`config.mk`:
```
export PLATFORM = sky130hd
export DESIGN_NAME = pipe_ctrl
export DESIGN_NICKNAME = d
export VERILOG_FILES = /design/src/rtl/pipe_ctrl.sv
export SDC_FILE = /design/constraint.sdc
export NUM_CORES = 1
export LEC_CHECK = 0
export CAP_MARGIN = 5
export CELL_PAD_IN_SITES_DETAIL_PLACEMENT = 1
export CELL_PAD_IN_SITES_GLOBAL_PLACEMENT = 2
export CORE_MARGIN = 4
export CORE_UTILIZATION = 26
export DETAILED_ROUTE_END_ITERATION = 12
export HOLD_SLACK_MARGIN = 0.06
export MAX_ROUTING_LAYER = met4
export PLACE_DENSITY = 0.75
export SYNTH_ARGS = -nofsm -noshare
export SYNTH_HDL_FRONTEND = slang
export SYNTH_SLANG_ARGS = --single-unit
```
`constraint.sdc`:
```
create_clock -name clk -period 2.95 [get_ports clk]
set_clock_uncertainty 0.15 [all_clocks]
set_input_delay 0.885 -clock clk [delete_from_list [all_inputs] [get_ports clk]]
set_output_delay 0.885 -clock clk [all_outputs]
set_load 0.02 [all_outputs]
```
`src/rtl/pipe_ctrl.sv`:
```
// Hazard and flush sequencer for the 5-stage core.
// Drives enable/clear of the pipe registers and keeps stall/flush counters.
module pipe_ctrl #(
    parameter int unsigned MDU_LAT = 4,
    parameter int unsigned CNT_W   = 16
) (
    input  logic             clk,
    input  logic             rst_n,
    input  logic [4:0]       rs1_d,
    input  logic [4:0]       rs2_d,
    input  logic [4:0]       rd_e,
    input  logic             memread_e,
    input  logic             redirect_e,
    input  logic             mdu_start_e,
    input  logic             halt,
    output logic             en_pc,
    output logic             en_fd,
    output logic             clr_fd,
    output logic             en_de,
    output logic             clr_de,
    output logic             en_em,
    output logic             clr_em,
    output logic             en_mw,
    output logic             clr_mw,
    output logic [CNT_W-1:0] stall_cycles,
    output logic [CNT_W-1:0] flush_cnt
);

    localparam bit MDU_EN = (MDU_LAT >= 2);
    localparam logic [7:0] MDU_LOAD = MDU_EN ? 8'(MDU_LAT - 1) : 8'd0;

    typedef enum logic {
        RUN,
        MDU_WAIT
    } state_t;

    typedef enum logic [2:0] {
        ACT_ADV,
        ACT_FLUSH,
        ACT_LU,
        ACT_MS,
        ACT_HALT
    } act_t;

    state_t           state_q, state_d;
    logic [7:0]       cnt_q, cnt_d;
    logic [CNT_W-1:0] stall_q, stall_d;
    logic [CNT_W-1:0] flush_q, flush_d;
    act_t             act;
    logic             stall_inc;
    logic             flush_inc;
    logic             load_use;

    assign load_use = memread_e && (rd_e != 5'd0) &&
                      ((rd_e == rs1_d) || (rd_e == rs2_d));

    always_comb begin
        state_d   = state_q;
        cnt_d     = cnt_q;
        act       = ACT_ADV;
        stall_inc = 1'b0;
        flush_inc = 1'b0;
        unique case (state_q)
            RUN: begin
                if (halt) begin
                    act = ACT_HALT;
                end else if (redirect_e) begin
                    act       = ACT_FLUSH;
                    flush_inc = 1'b1;
                end else if (mdu_start_e && MDU_EN) begin
                    act       = ACT_MS;
                    cnt_d     = MDU_LOAD;
                    state_d   = MDU_WAIT;
                    stall_inc = 1'b1;
                end else if (load_use) begin
                    act       = ACT_LU;
                    stall_inc = 1'b1;
                end
            end
            MDU_WAIT: begin
                if (halt) begin
                    act = ACT_HALT;
                end else if (cnt_q > 8'd1) begin
                    act       = ACT_MS;
                    cnt_d     = cnt_q - 8'd1;
                    stall_inc = 1'b1;
                end else begin
                    // Last EX cycle of the MDU op; treat cnt==0 the same way
                    state_d = RUN;
                    cnt_d   = 8'd0;
                    if (load_use) begin
                        act       = ACT_LU;
                        stall_inc = 1'b1;
                    end
                end
            end
            default: begin
                state_d = RUN;
                cnt_d   = 8'd0;
            end
        endcase
    end

    always_comb begin
        stall_d = stall_q;
        flush_d = flush_q;
        if (stall_inc && (stall_q != {CNT_W{1'b1}})) begin
            stall_d = stall_q + 1'b1;
        end
        if (flush_inc && (flush_q != {CNT_W{1'b1}})) begin
            flush_d = flush_q + 1'b1;
        end
    end

    always_comb begin
        en_pc  = 1'b1;
        en_fd  = 1'b1;
        en_de  = 1'b1;
        en_em  = 1'b1;
        en_mw  = 1'b1;
        clr_fd = 1'b0;
        clr_de = 1'b0;
        clr_em = 1'b0;
        clr_mw = 1'b0;
        unique case (act)
            ACT_ADV: begin
            end
            ACT_FLUSH: begin
                clr_fd = 1'b1;
                clr_de = 1'b1;
            end
            ACT_LU: begin
                en_pc  = 1'b0;
                en_fd  = 1'b0;
                clr_de = 1'b1;
            end
            ACT_MS: begin
                en_pc  = 1'b0;
                en_fd  = 1'b0;
                en_de  = 1'b0;
                clr_em = 1'b1;
            end
            ACT_HALT: begin
                en_pc = 1'b0;
                en_fd = 1'b0;
                en_de = 1'b0;
                en_em = 1'b0;
                en_mw = 1'b0;
            end
            default: begin
            end
        endcase
        // Hold the whole pipe cleared while reset is asserted
        if (!rst_n) begin
            en_pc  = 1'b0;
            en_fd  = 1'b0;
            en_de  = 1'b0;
            en_em  = 1'b0;
            en_mw  = 1'b0;
            clr_fd = 1'b1;
            clr_de = 1'b1;
            clr_em = 1'b1;
            clr_mw = 1'b1;
        end
    end

    always_ff @(posedge clk or negedge rst_n) begin
        if (!rst_n) begin
            state_q <= RUN;
            cnt_q   <= 8'd0;
            stall_q <= '0;
            flush_q <= '0;
        end else begin
            state_q <= state_d;
            cnt_q   <= cnt_d;
            stall_q <= stall_d;
            flush_q <= flush_d;
        end
    end

    assign stall_cycles = stall_q;
    assign flush_cnt    = flush_q;

endmodule

```
Word level (Yosys, flattened, before mapping):

Index checks and enable logic that the tools add are counted.

* bitwise operators: 1
* add/sub/neg operators: 3
* divide/modulo/power cells: 0
* $mul: 0
* reductions and logical operators: 10
* shifts and indexed selects: 0
* mux-type cells: 42
* eq/ne operators: 12
* order comparisons: 1

Operators by type and width (number)
* $mux 8: 5
* $add 16x1->16 const B: 2
* $ne 16x16->1 const B: 2
* $mux 1: 27
* $pmux 8 s2: 1
* $eq 5x5->1: 2
* $gt 8x1->1 const B: 1
* $mux 2: 4
* $ne 2x2->1 const B: 4
* $sub 8x1->8 const B: 1
* $eq 3x2->1 const B: 2
* $mux 3: 2
* $pmux 3 s2: 1
* $reduce_bool 5->1: 1
* $logic_and 1x1->1: 4
* $pmux 1 s2: 2
* $reduce_and 4->1: 1
* $reduce_or 2->1: 2
* $eq 3x1->1 const B: 1
* $eq 3x3->1 const B: 1
* $reduce_or 3->1: 1
* $logic_or 1x1->1: 1
* $not 1->1: 1

* output and inout bits: 41
* word-level logic and storage cells: 73
* bits in read-only memories: 0
* flip-flop bits (word level): 41
* memories kept: 0
* RAM bits: 0
* latch bits: 0
* bits of input ports: 21

Depth between registers and ports, before layout:

Gate-level depths: netlist (run 1).

* depth in word-level cells: 12
* mapped depth: 10
* mapped depth without buffers: 8

Worst setup path before layout (run 1):

Ideal clock, no wire load.

* path kind: in2out
* start: input rd_e[1]
* end: output en_pc
* setup slack: -0.673 ns
* data required time: 1.915 ns
* path buffers: 1
* stages on the path: 5
* arrival: 2.588 ns
* path through: or4_1 o2111ai_1 o21bai_1 nor3_1 buf_4

* word-level cells in the longest chain between the ends: 12
* elaborated cells between the ends (all ways): 19
* those cells by class: eq/ne (5); mux (9); reduce/logical (5)

RTL lines
* from (decl): line 11 `input logic [4:0] rd_e,`
* $eq 5x5->1 / $reduce_bool 5->1 (equally long branches): line 55, 54
* $logic_or 1x1->1 / $logic_and 1x1->1 (equally long branches): line 55, 54
* $logic_and 1x1->1 *: line 54 `assign load_use = memread_e && (rd_e != 5'd0) &&`
* $mux 2 *: line 75, 91
* $mux 2: line 70 `end else if (mdu_start_e && MDU_EN) begin`
* $mux 2: line 67 `end else if (redirect_e) begin`
* $mux 3: line 65 `if (halt) begin`
* $pmux 3 s2 *: line 63 `unique case (state_q)`
* $eq 3x3->1 / $eq 3x2->1 (equally long branches)
* $reduce_or 3->1 (no source line) *
* $mux 1 * (2 in a row)
* to (decl): line 16 `output logic en_pc,`

Mark *: on every way between the ends. The rest lies on a longest branch, timed or not.

Final worst setup path (run 1):

* start: input rd_e[4]
* end: output clr_de

* word-level cells in the longest chain between the ends: 12
* elaborated cells between the ends (all ways): 18
* those cells by class: eq/ne (4); mux (9); reduce/logical (5)

RTL lines
* $eq 5x5->1 / $reduce_bool 5->1 (equally long branches): line 55, 54
* $logic_or 1x1->1 / $logic_and 1x1->1 (equally long branches): line 55, 54
* $logic_and 1x1->1 *: line 54
* $mux 2 *: line 75, 91
* $mux 2: line 70
* $mux 2: line 67
* $mux 3: line 65
* $pmux 3 s2 *: line 63
* $eq 3x2->1 / $eq 3x1->1 (equally long branches): line 125 `unique case (act)`
* $reduce_or 2->1 (no source line) *
* $mux 1 *: line 125
* $mux 1 *: line 154 `if (!rst_n) begin`
* to (decl): line 20 `output logic clr_de,`

Marks and branches as above.

==> results.toml, run 1 <==
[run_status]
status = "complete, but fails checks"
violations = "negative setup slack"

[synth]
synth_area_leader_cell = "dfrtp_1"
netlist_area_um2 = 2270
synth_fa_ha_area_frac = 0.0221
ys_warn_count = 0
synth_enable_flop_cells = 0
synth_top_family_by_area = "simple AND/OR/NAND/NOR gates"
synthesis.instances = 233
avgSynthCellArea_um2 = 9.74
synth.distinct_cells = 48
synthTopCellsByArea = "dfrtp_1, xor2_1, xnor2_1, nor2_1, nor3_1"
async_flop_share = 1.00
synth_flop_cell = "dfrtp_1"
synth.net_count = 258
synth_seq_cells = 41
netlist.area_leader.share = 0.452
synth_simple_gate_area_frac = 0.243
synth_compound_area_frac = 0.0926
muxShareOfSynthArea = 0.0160
yosys.area_share.xor_xnor = 0.139
synth_seq_area_share = 0.452

[pwr]
finalPower_mw = 2.25
sw_frac_of_total = 0.372
p_leak_nw = 1.61
p_seq_frac = 0.366
p_comb_frac = 0.453
intPower_mw = 1.41
peakVddDrop_mv = 0.366
p_clk_frac = 0.182
powerDensity_nw_per_um2 = 645
p_switching_uw = 835

[final_layout]
register_area_um2 = 1030
instances_no_fill = 441
multi_input_area_um2 = 1290
post-route-util = 0.417
stdcell_area_um2 = 3480
area_growth_pct = 53.4
fill_cells = 951
finalNetCount = 360
layout-drive-gt1-share = 0.265
n_antenna_cell = 0

[placed_design]
gp_congestion = 0.800
placed_area_um2 = 3290
pre_cts_slack_ps = -1170
hpwlAfterDp_um = 5290
portBuffers = 61
dp.cells = 429

[floorplan]
rows = 33
die_h_um = 101
core_um2 = 8340
ios = 62
die_width_um = 101
dieArea_um2 = 10300
initial_core_util = 0.272

[cts]
clk_latency_ps = 290
cts-hold-fix-buffers = 0
cts_tree = "built"
htree_levels = 2
cts_buffers = 5
clk_path_buf_depth = 2
cts.clk_slew.worst_paths_ps = 80
clock-sinks = 41
cts_root_buffer = "clkbuf_8"

[global_route]
grt_max_degree = 19
grt_pass1_vias = 2369
antenna_found_initial = 0
grtUsageTotal = 0.143
grt_overflow_total = 0
grt_pass1_wl_um = 11300

[timing]
max_clock_freq_mhz = 306
max_slew_margin = 0.678
tightestPinTransition_ps = 482
setup_viol = 5
hold_ws_ps = 340
fin_crit_ps = 3260
hold_viol_final = 0
setup_tns_ps = -1020
setup_slack_ps = -314
fin_crit_sh = 1.11
rsz0062_at_grt = "yes"
slew_violations = 0

[critical_path]
arrival_ps = 2230
worst_path_max_delay_cell = "or4_4"
critical_path_required_ps = 1920
path_class = "in2out"
path_cells = "buf_6, or4_4, o2111ai_4, nor2_2, nor2_1, o21ai_2, buf_6"
path_buf_inv = 2
worst_path_most_repeated_cell = "buf_6"
cp-start-kind = "input pin"
setup.worst_path.end_class = "primary output"
cpPeakStageDelay_ps = 540
critPathMaxFanout = 3
crit_family = "simple AND/OR/NAND/NOR gates"

[job]
maxCapViolCount = 0

[hold_path]
min_path_type = "reg2reg"

[detailed_routing]
vias_per_cell = 4.79
vias = 2114
postRouteAntennaNets = 0
drt_pass1_iterations = 3
drc = 0
drtIter0Drc = 56
wl_per_cell_um = 15.5
drt_wl_total_um = 6810
==> final cells by class <==
type / instances / area share
Clock buffer: 7 / 0.0277
Clock inverter: 1 / 0.00144
Multi-Input combinational cell: 178 / 0.372
Timing Repair Buffer: 103 / 0.260
Sequential cell: 41 / 0.295
Inverter: 6 / 0.00647
Tap cell: 105 / 0.0377
==> cell families after synthesis <==
logic type	after synthesis
xor gates and xnor gates	36
AOI/OAI and AO/OA	32
muxes	3
buffers and inverters	14
and+or+nand+nor	103
adders and majority gates	4
DFF	41
==> placed cells by master (no fill, tap or decap), drive strengths merged, types with 10 or more instances in the layout <==
cell type	Yosys	layout
clkdlybuf4s50	0	34
nand2	15	15
nor3	17	17
buf	6	53
xor2	25	25
dlygate4sd2	0	13
o21ai	12	12
nor2	25	25
xnor2	11	11
dfrtp	41	41
nand3	10	10
==> path summary, 6_finish.rpt <==
check | depth (start not counted) | slack (ps) | from | end
max | 7 | -310 | rd_e[4] | clr_de
min | 1 | 340 | stall_cycles[9] | stall_cycles[9]
max reg2reg | 8 | 590 | cnt_q[2] | flush_cnt[15]
min reg2reg | 1 | 340 | stall_cycles[9] | stall_cycles[9]
max in group asynchronous | 3 | 1860 | rst_n | flush_cnt[12]
min in group asynchronous | 2 | 520 | rst_n | stall_cycles[6]
==> per-layer routing <==
metal / vias to the layer above / wire, um / track usage
li1: 1021 / - / -
met5: - / 0 / -
met4: 0 / 78 / 0.0399
met1: 1047 / 3100 / 0.174
met3: 6 / 168 / 0.0241
met2: 40 / 3470 / 0.244
==> power groups by stage <==
stage	sequential (mW)	clock, mW	combinational, mW
3_3_place_gp	0.830	0	0.963
6_report	0.821	0.408	1.02
4_1_cts	0.826	0.425	1.02
3_5_place_dp	0.833	0	0.985
5_1_grt	0.848	0.447	1.10
2_1_floorplan	0.906	0	0.411
==> what timing repair did <==
item,in CTS,in global routing
endpoints found under the hold margin,0,0
setup buffers,4,1
endpoints found under the setup margin,8,6
resized for setup,84,8
pin swaps,24,8
==> synthesized netlist by cell type, types with 2 or more instances <==
library cell / number
a21o_1: 2
a21oi_1: 6
and2_1: 2
and3_1: 8
and4_1: 3
buf_4: 2
clkbuf_1: 2
dfrtp_1: 41
ha_1: 4
inv_1: 6
nand2_1: 15
nand2b_1: 4
nand3_1: 10
nand4_1: 8
nor2_1: 24
nor3_1: 17
nor4_1: 2
o21ai_0: 12
or3_1: 2
xnor2_1: 11
xor2_1: 25
==> state kept, by name, indices dropped and copies added, names as in the netlist <==
signal,count
cnt_q,8
flush_cnt,16
stall_cycles,16
state_q,1
Power figures use the tool's default switching activity.
==> run 2, diff against run 1 <==
--- a/config.mk
+++ b/config.mk
@@ -5,7 +5,7 @@
 export SDC_FILE = /design/constraint.sdc
 export NUM_CORES = 1
 export LEC_CHECK = 0
-export CAP_MARGIN = 5
+export CAP_MARGIN = 30
 export CELL_PAD_IN_SITES_DETAIL_PLACEMENT = 1
 export CELL_PAD_IN_SITES_GLOBAL_PLACEMENT = 2
 export CORE_MARGIN = 4
==> results of run 2 <==
The final DEF is identical to that of run 1; final timing and power are the same.
==> variant 1: new RTL, flow settings as in run 2 <==
Change the parameter `CNT_W` from 16 to 24.
--- a/src/rtl/pipe_ctrl.sv
+++ b/src/rtl/pipe_ctrl.sv
@@ -4,3 +4,3 @@
     parameter int unsigned MDU_LAT = 4,
-    parameter int unsigned CNT_W   = 16
+    parameter int unsigned CNT_W   = 24
 ) (
Ports: changed (resized flush_cnt and stall_cycles); port bits go from 62 to 78. No check against the original RTL was run, so the function may have changed too.
==> variant 1 against run 2 <==
  * Critical path depth did not move
  * Final area up 29%
  * Synthesized cell count grew 22%
  * Sequential cell count up 16
  * Wire length rose by 23%
  * Area after synthesis up 29%
  * Setup slack better by 91 ps
  * Power up 42%
  * The flow still finishes with violations (negative setup slack)
==> variant 1: results (changes against run 2) <==
| Metric | Value |
|---|---|
| ANT cells | `0 (unchanged)` |
| Final setup violation count | `3 (-2)` |
| Hold slack | `344.0 ps (+4.167 ps)` |
| Gr usage total | `0.1387 (-0.004307)` |
| Drt pass-1 iters | `4 (+1)` |
| Syn_nets | `310 (+20%)` |
| Violated checks | `negative setup slack` |
| Pre-CTS setup slack | `-1123 ps (+42.54 ps)` |
| Starting DRT DRC Count | `71 (+27%)` |
| Clk pin slew, worst setup/hold paths | `50 ps (-30 ps)` |
| Clk_lat worst skew | `320 ps (+30 ps)` |
| Initial antenna violation count | `0 (unchanged)` |
| GPL Wtd Cong | `0.7736 (-3.3%)` |
| Met3 Use GR | `0.03224 (+0.008136)` |
| R2r startpoint | `cnt_q[6]` |
| Seq/Total Area, Yosys | `0.4857 (+0.03369)` |
| Clock Tree Root | `clkbuf_16` |
| Synth Area in Compound Gates | `0.04900 (-0.04361)` |
| Worst min-delay path startpoint | `stall_cycles[8]` |
| FF-to-FF setup slack | `340 ps (-250 ps)` |
| CP Max Fanout | `2 (-1)` |
| Main area contributors after synthesis | `dfrtp_1 49%, xnor2_1 13%, xor2_1 5.4%` |
| Port Buffer Count | `77 (+26%)` |
| Synth cell count leaders | `57 x dfrtp_1, 42 x xnor2_1, 26 x nand2_1` |
| PwrDens | `711.6 mW/mm^2 (+10%)` |
| TritonCTS buffer count | `9 (+4)` |
| Worst VDD drop | `0.3651 mV (-0.25%)` |
| Final WL | `8365 microns (+23%)` |
| Crit Reg-Reg Endpoint | `stall_cycles[1]` |
| Reg2reg path depth | `11 (+3)` |
| Worst Hold End | `stall_cycles[8]` |
| Largest net degree at the start of global routing | `50 (+31)` |
| Htree depth | `3 (+1)` |
| Tightest Pin Transition | `646.0 ps (+163.7 ps)` |
| PnR worst setup slack | `-223.4 ps (+90.95 ps)` |
| Arrival @ worst endpoint | `2140 ps (-90 ps)` |
| Met2 GRT Util | `0.2346 (-0.009381)` |
| Post-synthesis xor/xnor area fraction | `0.1790 (+0.04003)` |
| Min-delay worst type | `flop to flop` |
| Mux contribution to synthesized area | `0.007669 (-0.008317)` |
| Detailed-route via count | `2,640 (+25%)` |
| Slowest stage delay, CP | `520 ps (-20 ps)` |
| Static Leak | `1.946 nW (+21%)` |
| Number of fill cells | `1,253 (+32%)` |
| Ys async rst share | `1.000 (unchanged)` |
| First-pass GRT wire length | `14,240 microns (+26%)` |
| Vias in the first global route | `2,896 (+22%)` |
| Layout cells sized above 1 | `0.2397 (-0.02517)` |
| Post-route ant nets | `0 (unchanged)` |
| Max-cap violations | `0 (unchanged)` |
| Distinct cells, synth | `42 (-13%)` |
| Final HPWL DP | `5931 microns (+12%)` |
| Post-Synth Adder-Cell Area | `0.01704 (-0.005008)` |
| Main synth FF type | `dfrtp_1` |
| Status | `finished with violations` |
| Cell Area, Placed | `0.004086 sq mm (+24%)` |
| Final net count | `434 (+21%)` |
| GR Layer Usage met1 | `0.1679 (-0.006145)` |
[variant 1: cell count changes in the layout (fill, tap and decap cells not counted), sizes merged, moves of 10 or more]
cell,before,now
nor3,17,7
xnor2,11,42
nand3,10,24
clkdlybuf4s50,34,49
nand2,15,26
dfrtp,41,57
[variant 1: cell type report]
| class | count | area (sq um) | area share |
|---|---|---|---|
| Clock inverter | 3 | 40.04 | 0.008919 |
| Multi-Input combinational cell | 216 | 1526 | 0.3400 |
| Tap cell | 140 | 175.2 | 0.03902 |
| Inverter | 6 | 22.52 | 0.005017 |
| Clock buffer | 12 | 256.5 | 0.05713 |
| Timing Repair Buffer | 119 | 1042 | 0.2322 |
| Sequential cell | 57 | 1426 | 0.3177 |
[variant 1: kinds of logic (layout without fill, tap and decap cells)]
family / after synthesis / in the layout
AOI/OAI and AO/OA: 21 / 21
xor gates and xnor gates: 60 / 60
adders and majority gates: 4 / 4
buffers and inverters: 12 / 140
DFF: 57 / 57
muxes: 2 / 2
and+or+nand+nor: 129 / 129
[variant 1: through the flow]
step / TNS [ps] / std cells
2_1_floorplan: -686.0 / 285
3_3_place_gp: -7064 / 528
3_5_place_dp: -8010 / 528
4_1_cts: -938.3 / 551
5_1_grt: -814.1 / 553
6_report: -623.7 / 553
[variant 1: critical path, delay by kind of cell]
kind,cells,cell delay [ps]
AOI/OAI and AO/OA,2,210
buffers and inverters,2,210
and+or+nand+nor,3,820
[variant 1: power by group]
part	internal (mW)	total, mW	switching [mW]
combinational	0.559	1.08	0.520
sequential	0.913	1.08	0.167
clock	0.691	1.04	0.345
total	2.16	3.19	1.03
[variant 1: per-layer routing]
metal / share of wire / vias to the layer above
li1: - / 1239
met1: 0.45 / 1324
met2: 0.49 / 68
met3: 0.048 / 9
met4: 0.011 / 0
met5: 0 / -
[variant 1: worst max-delay path by stage]
| stage | cells past startpoint | startpoint | end |
|---|---|---|---|
| 3_3_place_gp | 7 | rd_e[1] | en_pc |
| 3_5_place_dp | 7 | rd_e[1] | en_pc |
| 2_1_floorplan | 7 | rd_e[1] | en_pc |
| 5_1_grt | 7 | rd_e[2] | en_fd |
| 6_report | 7 | rd_e[2] | en_pc |
| 4_1_cts | 9 | rd_e[2] | en_pc |
[variant 1: what timing repair did]
action,in CTS,in global routing
setup buffers,8,4
setup endpoints to repair,8,9
endpoints found under the hold margin,0,0
gates cloned,0,0
resized for setup,94,15
pin swaps,14,8
==> variant 2: new RTL, settings of run 2 <==
Made on the original files. Reset style: synchronous (`rst_n`), changed in one clocked block.
--- a/src/rtl/pipe_ctrl.sv
+++ b/src/rtl/pipe_ctrl.sv
@@ -166,3 +166,3 @@
 
-    always_ff @(posedge clk or negedge rst_n) begin
+    always_ff @(posedge clk) begin
         if (!rst_n) begin
Function: differs if rst_n is asserted again (counterexample within 4 cycles, from zero or initial values and one cycle with rst_n low); with rst_n held inactive, the same outputs for 10 cycles.
==> variant 2 against run 2 <==
  * The run still ends with negative setup slack left
  * Wire length is 25% higher
  * Non-clock buffer count is 3 higher
  * Final area is 8.7% higher
  * First-iteration DRC count is 54% higher
  * Maximum frequency is 7.1% higher
  * Hold slack better by 3.1 ps
  * Core utilization is 1.3 points lower
  * Area after synthesis is 12% higher
  * Critical endpoint unchanged
  * Largest cell class unchanged
  * Setup slack better by 220 ps
  * Global-route usage is 1.8 points higher
  * Sequential cell count stayed put
Power is not compared: it rests on default switching activity, and its combinational part moved more than twofold at a synthesized area within 25%.
==> variant 2: results (changes against run 2) <==
| Metric | Value |
|---|---|
| Status | `finished with violations` |
| Violated checks | `negative setup slack` |
| Signal buffers | `106 (+2.9%)` |
| FF+latch area | `825.8 sq um (-20%)` |
| Clock-cell share of area | `0.03073 (+0.001628)` |
| Mux contribution to synthesized area | `0.06690 (+0.05091)` |
| Final setup violation count | `1 (-4)` |
| Worst min-delay path startpoint | `stall_cycles[4]` |
| Main synth FF type | `dfxtp_1` |
| Number of fill cells | `1,172 (+23%)` |
| GR Layer Usage met1 | `0.2142 (+0.04013)` |
| CP delay by family, top | `buffers and inverters` |
| Final WL | `8527 microns (+25%)` |
| Multi-input gate area | `0.001702 sq mm (+31%)` |
| Main area contributors after synthesis | `dfxtp_1 32%, nand2_1 6.9%, mux2i_1 6.7%` |
| Arrival @ worst endpoint | `2010 ps (-220 ps)` |
| Slowest stage delay, CP | `300 ps (-240 ps)` |
| WL met1 | `4193 microns (+35%)` |
| Met3 WL post-DR | `297 microns (+77%)` |
| Largest net degree at the start of global routing | `25 (+6)` |
| Met2 GRT Util | `0.2518 (+0.007835)` |
| PnR worst setup slack | `-96.57 ps (+217.8 ps)` |
| Clk_lat worst skew | `310 ps (+20 ps)` |
| Crit Reg-Reg Endpoint | `stall_cycles[13]` |
| Synth Instances | `330 (+42%)` |
| Syn_nets | `355 (+38%)` |
| Layout cells sized above 1 | `0.2477 (-0.01722)` |
| Hold slack | `343.0 ps (+3.129 ps)` |
| Pre-CTS setup slack | `-905.1 ps (+260.3 ps)` |
| Post-route cell area | `0.003786 sq mm (+8.7%)` |
| Tightest Pin Transition | `526.1 ps (+43.82 ps)` |
| Inverters | `14 (+8)` |
| Distinct cells, synth | `47 (-2.1%)` |
| Post-synthesis xor/xnor area fraction | `0.05853 (-0.08039)` |
| Ys async rst share | `0 (-1.000)` |
| Data buffer area share | `0.2452 (-0.01494)` |
| Drt pass-1 iters | `4 (+1)` |
| Setup TNS | `-96.57 ps (+923.9 ps)` |
| Gr usage total | `0.1607 (+0.01762)` |
| Final net count | `452 (+26%)` |
| WL/cell | `15.31 microns (-0.92%)` |
-- variant 2: worst max path at each step --
stage | cells after the start | slack (ps) | start | end
6_report | 8 | -100 | redirect_e | clr_de
5_1_grt | 8 | -190 | redirect_e | clr_de
4_1_cts | 8 | -90 | rs1_d[4] | clr_de
3_5_place_dp | 7 | -910 | rd_e[1] | en_fd
3_3_place_gp | 7 | -860 | rd_e[1] | en_pc
2_1_floorplan | 6 | -50 | rd_e[4] | clr_de
-- variant 2: power by group --
part | total [mW] | leakage [nW] | internal [mW] | switching, mW
registers | 0.578 | 0.333 | 0.566 | 0.0117
clock network | 0.490 | 0.0585 | 0.276 | 0.213
logic | 0.293 | 0.939 | 0.143 | 0.150
-- variant 2: what timing repair did --
item / 4_1_cts / 5_1_grt
pin swaps: 17 / 3
hold buffers: 0 / 0
hold endpoints to repair: 0 / 0
setup endpoints to repair: 9 / 6
resized for setup: 123 / 15
setup buffers: 4 / 2
